**src/rtl/program_loader_pkg.sv**
```systemverilog
// Shared definitions for the boot-time program loader: state encoding,
// handshake byte values and the word-alignment helper.
package program_loader_pkg;

    typedef enum logic [2:0] {
        ST_IDLE    = 3'd0,
        ST_TX99    = 3'd1,
        ST_RX_SIZE = 3'd2,
        ST_RX_BODY = 3'd3,
        ST_TXAA    = 3'd4,
        ST_HOLD    = 3'd5
    } loader_state_e;

    localparam logic [7:0] BOOT_ACK_BYTE  = 8'h99;
    localparam logic [7:0] BOOT_DONE_BYTE = 8'hAA;
    localparam int         WORD_BYTES     = 4;

    // Left-align a right-aligned word holding nbytes bytes (nbytes==0 means a full word).
    function automatic logic [31:0] left_align(input logic [31:0] w, input logic [1:0] nbytes);
        logic [1:0] pad;
        pad = 2'd0 - nbytes;
        return w << {pad, 3'b000};
    endfunction

endpackage

```
**src/rtl/program_loader_byte_to_word_assembler.sv**
```systemverilog
// Packs a byte stream big-endian into 32-bit words. A flush on the final byte
// emits a partial word left-aligned with zero padding in the low bytes.
module program_loader_byte_to_word_assembler
    import program_loader_pkg::*;
(
    input  logic        clk,
    input  logic        reset_n,
    input  logic        clear_i,
    input  logic        push_i,
    input  logic        flush_i,
    input  logic [7:0]  byte_i,
    output logic        word_valid_o,
    output logic [31:0] word_o,
    output logic [31:0] shift_next_o
);

    logic [31:0] shift_q, shift_d;
    logic [1:0]  cnt_q, cnt_d;
    logic        word_valid_q, word_valid_d;
    logic [31:0] word_q, word_d;
    logic [31:0] shift_next;

    assign shift_next   = {shift_q[23:0], byte_i};
    assign shift_next_o = shift_next;
    assign word_valid_o = word_valid_q;
    assign word_o       = word_q;

    // Next-state: shift in a byte, emit a word on the 4th byte or on flush.
    always_comb begin
        shift_d      = shift_q;
        cnt_d        = cnt_q;
        word_d       = word_q;
        word_valid_d = 1'b0;
        if (clear_i) begin
            shift_d = '0;
            cnt_d   = '0;
        end else if (push_i) begin
            if (cnt_q == 2'(WORD_BYTES - 1) || flush_i) begin
                word_valid_d = 1'b1;
                word_d       = left_align(shift_next, cnt_q + 2'd1);
                shift_d      = '0;
                cnt_d        = '0;
            end else begin
                shift_d = shift_next;
                cnt_d   = cnt_q + 2'd1;
            end
        end
    end

    // Assembler state registers.
    always_ff @(posedge clk) begin
        if (!reset_n) begin
            shift_q      <= '0;
            cnt_q        <= '0;
            word_q       <= '0;
            word_valid_q <= 1'b0;
        end else begin
            shift_q      <= shift_d;
            cnt_q        <= cnt_d;
            word_q       <= word_d;
            word_valid_q <= word_valid_d;
        end
    end

endmodule

```
**src/rtl/program_loader.sv**
```systemverilog
// Boot sequencer: answers the CPU's boot-phase request levels by sending the
// handshake bytes, parsing the program size and streaming the program body
// into instruction memory as big-endian 32-bit words.
module program_loader
    import program_loader_pkg::*;
#(
    parameter int IMEM_ADDR_WIDTH = 14,
    parameter int SIZE_BYTES      = 4
) (
    input  logic                       clk,
    input  logic                       reset_n,
    input  logic                       transmit_0x99,
    input  logic                       receive_program_data_size,
    input  logic                       receive_program_data,
    input  logic                       transmit_0xAA,
    output logic                       transmit_0x99_finished,
    output logic                       receive_program_data_size_finished,
    output logic                       receive_program_data_finished,
    output logic                       transmit_0xAA_finished,
    input  logic                       rx_valid,
    input  logic [7:0]                 rx_data,
    output logic                       tx_valid,
    output logic [7:0]                 tx_data,
    input  logic                       tx_ready,
    output logic                       imem_we,
    output logic [IMEM_ADDR_WIDTH-1:0] imem_addr,
    output logic [31:0]                imem_wdata,
    output logic [IMEM_ADDR_WIDTH:0]   program_words,
    output logic                       overflow
);

    loader_state_e              state_q, state_d, phase_q;
    logic [31:0]                size_q, byte_cnt_q;
    logic [IMEM_ADDR_WIDTH:0]   addr_q;
    logic                       body_last_q, overflow_q;

    logic        asm_clear, asm_push, asm_flush, asm_word_valid;
    logic [31:0] asm_word, asm_shift_next;
    logic        size_push, size_last, body_push, body_is_last;
    logic        addr_full, word_slot, hold_req;

    // Phase entry clears partial state so aborted phases leave nothing behind.
    assign asm_clear    = (state_q == ST_IDLE) &&
                          (state_d == ST_RX_SIZE || state_d == ST_RX_BODY);
    assign size_push    = (state_q == ST_RX_SIZE) && rx_valid;
    assign size_last    = (byte_cnt_q == 32'(SIZE_BYTES - 1));
    assign body_push    = (state_q == ST_RX_BODY) && rx_valid && (size_q != 32'd0) && !body_last_q;
    assign body_is_last = (byte_cnt_q == size_q - 32'd1);
    assign asm_push     = size_push || body_push;
    assign asm_flush    = body_push && body_is_last;
    assign addr_full    = addr_q[IMEM_ADDR_WIDTH];
    assign word_slot    = (state_q == ST_RX_BODY) && asm_word_valid;

    program_loader_byte_to_word_assembler u_asm (
        .clk          (clk),
        .reset_n      (reset_n),
        .clear_i      (asm_clear),
        .push_i       (asm_push),
        .flush_i      (asm_flush),
        .byte_i       (rx_data),
        .word_valid_o (asm_word_valid),
        .word_o       (asm_word),
        .shift_next_o (asm_shift_next)
    );

    // Request level belonging to the phase currently being acknowledged.
    always_comb begin
        hold_req = 1'b0;
        case (phase_q)
            ST_TX99:    hold_req = transmit_0x99;
            ST_RX_SIZE: hold_req = receive_program_data_size;
            ST_RX_BODY: hold_req = receive_program_data;
            ST_TXAA:    hold_req = transmit_0xAA;
            default:    hold_req = 1'b0;
        endcase
    end

    // FSM state register.
    always_ff @(posedge clk) begin
        if (!reset_n) state_q <= ST_IDLE;
        else          state_q <= state_d;
    end

    // FSM next-state: priority dispatch, abort on dropped request, hold until release.
    always_comb begin
        state_d = state_q;
        case (state_q)
            ST_IDLE: begin
                if      (transmit_0x99)             state_d = ST_TX99;
                else if (receive_program_data_size) state_d = ST_RX_SIZE;
                else if (receive_program_data)      state_d = ST_RX_BODY;
                else if (transmit_0xAA)             state_d = ST_TXAA;
            end
            ST_TX99: begin
                if      (!transmit_0x99) state_d = ST_IDLE;
                else if (tx_ready)       state_d = ST_HOLD;
            end
            ST_RX_SIZE: begin
                if      (!receive_program_data_size) state_d = ST_IDLE;
                else if (size_push && size_last)     state_d = ST_HOLD;
            end
            ST_RX_BODY: begin
                if      (!receive_program_data)         state_d = ST_IDLE;
                else if (size_q == 32'd0 || body_last_q) state_d = ST_HOLD;
            end
            ST_TXAA: begin
                if      (!transmit_0xAA) state_d = ST_IDLE;
                else if (tx_ready)       state_d = ST_HOLD;
            end
            ST_HOLD: begin
                if (!hold_req) state_d = ST_IDLE;
            end
            default: state_d = ST_IDLE;
        endcase
    end

    // Datapath: size capture, byte counting, word addressing and overflow flag.
    always_ff @(posedge clk) begin
        if (!reset_n) begin
            phase_q     <= ST_IDLE;
            size_q      <= '0;
            byte_cnt_q  <= '0;
            addr_q      <= '0;
            body_last_q <= 1'b0;
            overflow_q  <= 1'b0;
        end else begin
            if (state_d == ST_HOLD && state_q != ST_HOLD) phase_q <= state_q;
            if (asm_clear) byte_cnt_q <= '0;
            if (state_q == ST_IDLE && state_d == ST_RX_BODY) begin
                addr_q      <= '0;
                body_last_q <= 1'b0;
            end
            if (size_push) begin
                byte_cnt_q <= byte_cnt_q + 32'd1;
                if (size_last) size_q <= asm_shift_next;
            end
            if (body_push) begin
                byte_cnt_q <= byte_cnt_q + 32'd1;
                if (body_is_last) body_last_q <= 1'b1;
            end
            if (word_slot) begin
                if (addr_full) overflow_q <= 1'b1;
                else           addr_q     <= addr_q + 1'b1;
            end
        end
    end

    // Outputs decoded from state, acknowledged phase and the assembler strobe.
    always_comb begin
        tx_valid                           = 1'b0;
        tx_data                            = 8'h00;
        transmit_0x99_finished             = 1'b0;
        receive_program_data_size_finished = 1'b0;
        receive_program_data_finished      = 1'b0;
        transmit_0xAA_finished             = 1'b0;
        case (state_q)
            ST_TX99: begin
                tx_valid = 1'b1;
                tx_data  = BOOT_ACK_BYTE;
            end
            ST_TXAA: begin
                tx_valid = 1'b1;
                tx_data  = BOOT_DONE_BYTE;
            end
            ST_HOLD: begin
                transmit_0x99_finished             = (phase_q == ST_TX99);
                receive_program_data_size_finished = (phase_q == ST_RX_SIZE);
                receive_program_data_finished      = (phase_q == ST_RX_BODY);
                transmit_0xAA_finished             = (phase_q == ST_TXAA);
            end
            default: ;
        endcase
        imem_we       = word_slot && !addr_full;
        imem_addr     = addr_q[IMEM_ADDR_WIDTH-1:0];
        imem_wdata    = imem_we ? asm_word : 32'd0;
        program_words = addr_q;
        overflow      = overflow_q;
    end

endmodule
```
**config.mk**
```make
export PLATFORM = sky130hd
export DESIGN_NAME = program_loader
export DESIGN_NICKNAME = d
export VERILOG_FILES = /design/src/rtl/program_loader_pkg.sv /design/src/rtl/program_loader_byte_to_word_assembler.sv /design/src/rtl/program_loader.sv
export SDC_FILE = /design/constraint.sdc
export NUM_CORES = 1
export LEC_CHECK = 0
export BUFFER_PORTS_ARGS = -buffer_cell sky130_fd_sc_hd__buf_2
export CAP_MARGIN = 20
export CORE_MARGIN = 2
export CORE_UTILIZATION = 38
export CTS_CLUSTER_DIAMETER = 60
export DETAILED_ROUTE_END_ITERATION = 7
export PLACE_DENSITY_LB_ADDON = 0.25
export REMOVE_ABC_BUFFERS = 1
export SYNTH_ARGS = -nofsm -noshare
export SYNTH_HDL_FRONTEND = slang
export SYNTH_SLANG_ARGS = --single-unit
```
**constraint.sdc**
```tcl
create_clock -name clk -period 3.3 [get_ports clk]
set_input_delay 0.825 -clock clk [delete_from_list [all_inputs] [get_ports clk]]
set_output_delay 0.825 -clock clk [all_outputs]
set_load 0.01 [all_outputs]
```
==> metrics.md <==
| Metric | Value |
|---|---|
| Share of layout cells above drive strength 1 | `0.214` |
| Vias | `7578` |
| Critical path buffers and inverters | `2` |
| Switching Fraction | `0.230` |
| Top-area cell type share of the netlist area | `0.360` |
| Worst r2r src | `size_q[0]` |
| Fin crit period | `3.08 ns` |
| Pin count of the biggest net entering global routing | `46` |
| Initial antenna violation count | `0` |
| Clk_lat worst skew | `0.42 ns` |
| Synth area leaders | `dfxtp_1 36%, nand2_1 6.7%, a21oi_1 6.0%` |
| Flop pwr share | `0.436` |
| Die width | `150 um` |
| Global routing met2 resource utilization | `0.340` |
| Met1 usage in global routing | `0.275` |
| Reg2reg path depth | `12` |
| CP Depth | `12` |
| Placed cells | `1355` |
| First-pass DRT Iterations | `7` |
| Drt drc | `0` |
| Yosys reg bits | `146` |
| Relative slew slack | `0.424` |
| Synth Flop Type | `dfxtp_1` |
| ANT nets after route | `0` |
| Asr flop ratio synth | `0` |
| Nature of the critical path endpoint | `flop` |
| VDD IR-drop max | `0.306 mV` |
| Die Y | `150 um` |
| Final HPWL DP | `16.5 mm` |
| Total CTS buffers | `17` |
| R2r endpoint | `u_asm.word_o[23]` |
| Root buf cell | `clkbuf_16` |
| Sequential area share after synthesis | `0.360` |
| Worst R2R Setup Slack | `0.22 ns` |
| Syn Inst Count | `1018` |
| CTS tree | `yes` |
| Global routing usage on met3 | `0.0391` |
| Crit path DAT | `3.42 ns` |
| Clock sink count | `146` |
| Area Overhead vs Synth | `19.1%` |
| Setup-failing EPs final | `0` |
| Leak | `3.83 nW` |
| Nets | `1121` |
| Hold buffers post-CTS | `0` |
| Worst slew pin tran | `0.862 ns` |
| Total Routing Usage GR | `0.206` |
| Hold Path Class | `flop to flop` |
| CP Capture Point | `u_asm.word_o[23]` |
| Routed vias/inst | `5.46` |
| Power Density | `420 nW/um2` |
| Setup crit start kind | `flop` |
| Initial core utilization | `0.387` |
| Net switching power | `0.938 mW` |
| CTS H-Tree Depth | `4` |
| Core footprint | `21000 um2` |
| Comb pwr share | `0.055` |
| FP Rows | `53` |
| Tcrit/Tclk final | `0.934` |
| CP Cell Sequence | `inv_1, ha_1, nor3b_2, nand2_1, nor3_1, a21oi_1, or4_4, nor4_4, a31o_4, buf_6, a21oi_1, a211oi_1` |
| Gpl congestion | `0.880` |
| Clock slew at reported path FFs | `0.06 ns` |
| CP required | `3.64 ns` |
| Finished Layout Cells | `1388` |
| Max Fclk | `0.325 GHz` |
| Worst-path fanout max | `23` |
| Area leader, netlist | `dfxtp_1` |
| Unrepaired setup endpoints after global routing | `no` |
| Aggregate routed wire length | `22.7 mm` |
| Detailed Route Iter0 Violations | `378` |
| Slowest CP cell | `or4_4` |
| Port bufs | `89` |
| Vias in the first global route | `7070` |
| Final Max Slew Viols | `0` |
| Final Skew | `0.00919 ns` |
| Worst Setup SP | `size_q[0]` |
| Average wire per standard cell | `16.4 um` |
| EDFF count, synth | `0` |
| Synthesized area | `8130 um2` |
| CP Class | `flop to flop` |
| Max Cap Viol | `0` |
| Global-route wire length before repair | `37.1 mm` |
| Fin util | `0.460` |
| Status | `finished, final reports clean` |
| Die area | `22600 um2` |
| Synthesized area per cell | `7.98 um2` |
| Clock power share | `0.509` |
| Internal | `3.13 mW` |
| Clk buf depth | `2` |
| I/O pin cnt | `92` |
| Synth unique cells | `70` |
| Most used routing layer | `met2` |
| Hold WS | `0.453 ns` |
| Final Hold Viols | `0` |
| Top delay family on crit path | `simple AND/OR/NAND/NOR gates` |
| Yosys warnings | `0` |
| Slowest stage delay, CP | `0.54 ns` |
| Cell repeated most along the worst path | `a21oi_1` |
| Inserted Diodes | `0` |
| Total grt overflow | `0` |
state kept, by name, summed over array words and instances, names as in the netlist:
signal              flops
u_asm.word_o           32
state_q                 3
phase_q                 3
program_words          15
byte_cnt_q             32
u_asm.word_valid_o      1
size_q                 32
overflow                1
u_asm.cnt_q             2
body_last_q             1
u_asm.shift_q          24
how the worst min path moves through the flow:
stage	startpoint	end	cells after the start
5_1_grt	u_asm.word_o[1]	u_asm.word_o[1]	2
6_report	u_asm.word_o[0]	u_asm.word_o[0]	2
3_3_place_gp	u_asm.word_o[5]	u_asm.word_o[5]	2
2_1_floorplan	u_asm.word_o[0]	u_asm.word_o[0]	2
4_1_cts	u_asm.word_o[0]	u_asm.word_o[0]	2
3_5_place_dp	u_asm.word_o[6]	u_asm.word_o[6]	2
kinds of logic (layout without fill, tap and decap cells):
logic type / Yosys count / in the layout / share of synthesized area
adder cells (fa/ha/maj): 5 / 5 / 0.00770
buffers and inverters: 109 / 203 / 0.0650
AND/OR/NAND/NOR: 449 / 449 / 0.281
AO/OA/AOI/OAI: 219 / 219 / 0.167
multiplexers: 35 / 35 / 0.0588
other: 1 / 2 / 0.000461
XOR/XNOR: 54 / 54 / 0.0599
flip-flops: 146 / 146 / 0.360
tightest hold or removal path: cells and delay by family, from the launching register on:
| kind | cells | cell delay [ns] |
|---|---|---|
| DFF | 1 | 0.31 |
| muxes | 1 | 0.05 |
| and+or+nand+nor | 1 | 0.05 |
timing repair:
item                       CTS  global route
resized for setup            2            10
buffers inserted             0             1
pin swaps                    0             1
setup endpoints to repair   16            40
cells in the mapped netlist (4+ instances only):
cell type,instances
nand2_1,144
a22o_1,25
nor3_2,4
nor2_1,77
buf_6,4
nor4_1,18
ha_1,5
and3_1,9
inv_1,12
or3_1,9
o21ai_0,21
and4_1,4
nand3_1,51
nor3_1,38
a21oi_1,98
mux2_2,11
a211oi_1,6
o21a_1,4
nor2b_1,5
nand2b_1,12
or4_1,4
and2_1,35
buf_2,8
or2_2,5
clkbuf_1,58
mux4_2,9
mux2i_1,14
o31ai_1,4
xnor2_1,27
a31oi_1,13
nand4_1,13
o21ai_1,14
buf_1,4
a311oi_1,8
dfxtp_1,146
xor2_1,26
o22ai_1,8
buf_4,21
final cells by class:
cell class	instances	area [um2]
clock buffers	20	447
clock inverters	12	181
fillers	2104	11300
inverters	14	52.6
multi-input cells	764	4740
flip-flops and latches	146	2920
well taps	275	344
repair buffers	157	996
routing by layer:
layer,up-vias,share of wire
met2,194,0.46
met1,3610,0.47
li1,3749,-
met3,25,0.048
met5,-,0
met4,0,0.018
stage by stage:
stage / power [mW] / instance area [um2] / TNS, ns / setup WS (ns)
4_1_cts: 4.10 / 9620 / 0 / 0.0664
2_1_floorplan: 1.93 / 7660 / -85.60 / -1.48
3_3_place_gp: 2.03 / 8980 / -0.938 / -0.0908
6_report: 4.07 / 9680 / 0 / 0.218
3_5_place_dp: 2.03 / 8980 / -1.61 / -0.160
5_1_grt: 4.19 / 9680 / 0 / 0.00799
power groups by stage:
stage,Sequential [mW],Combinational [mW],Clock (mW)
6_report,1.78,0.223,2.07
5_1_grt,1.78,0.245,2.17
4_1_cts,1.78,0.222,2.10
3_5_place_dp,1.81,0.220,0
3_3_place_gp,1.81,0.218,0
2_1_floorplan,1.82,0.110,0
cells in the final DEF, fill, tap and decap left out, types with 5 or more instances in the layout:
master,netlist,routed
and3_1,9,9
buf_4,21,62
nor2_1,77,77
inv_1,12,12
o22ai_1,8,8
nand3_1,51,51
mux2i_1,14,14
nand4_1,13,13
a31oi_1,13,13
buf_2,8,89
nor2b_1,5,5
and2_1,35,35
or3_1,9,9
mux2_2,11,11
o21ai_1,14,14
xor2_1,26,26
or2_2,5,5
dfxtp_1,146,146
nor3_1,38,37
nand2_1,144,144
nor4_1,18,15
a311oi_1,8,8
a21oi_1,98,98
clkbuf_16,0,17
nand2b_1,12,12
a22o_1,25,25
mux4_2,9,9
a211oi_1,6,5
o21ai_0,21,21
ha_1,5,5
xnor2_1,27,27
(Power assumes the default switching activity.)
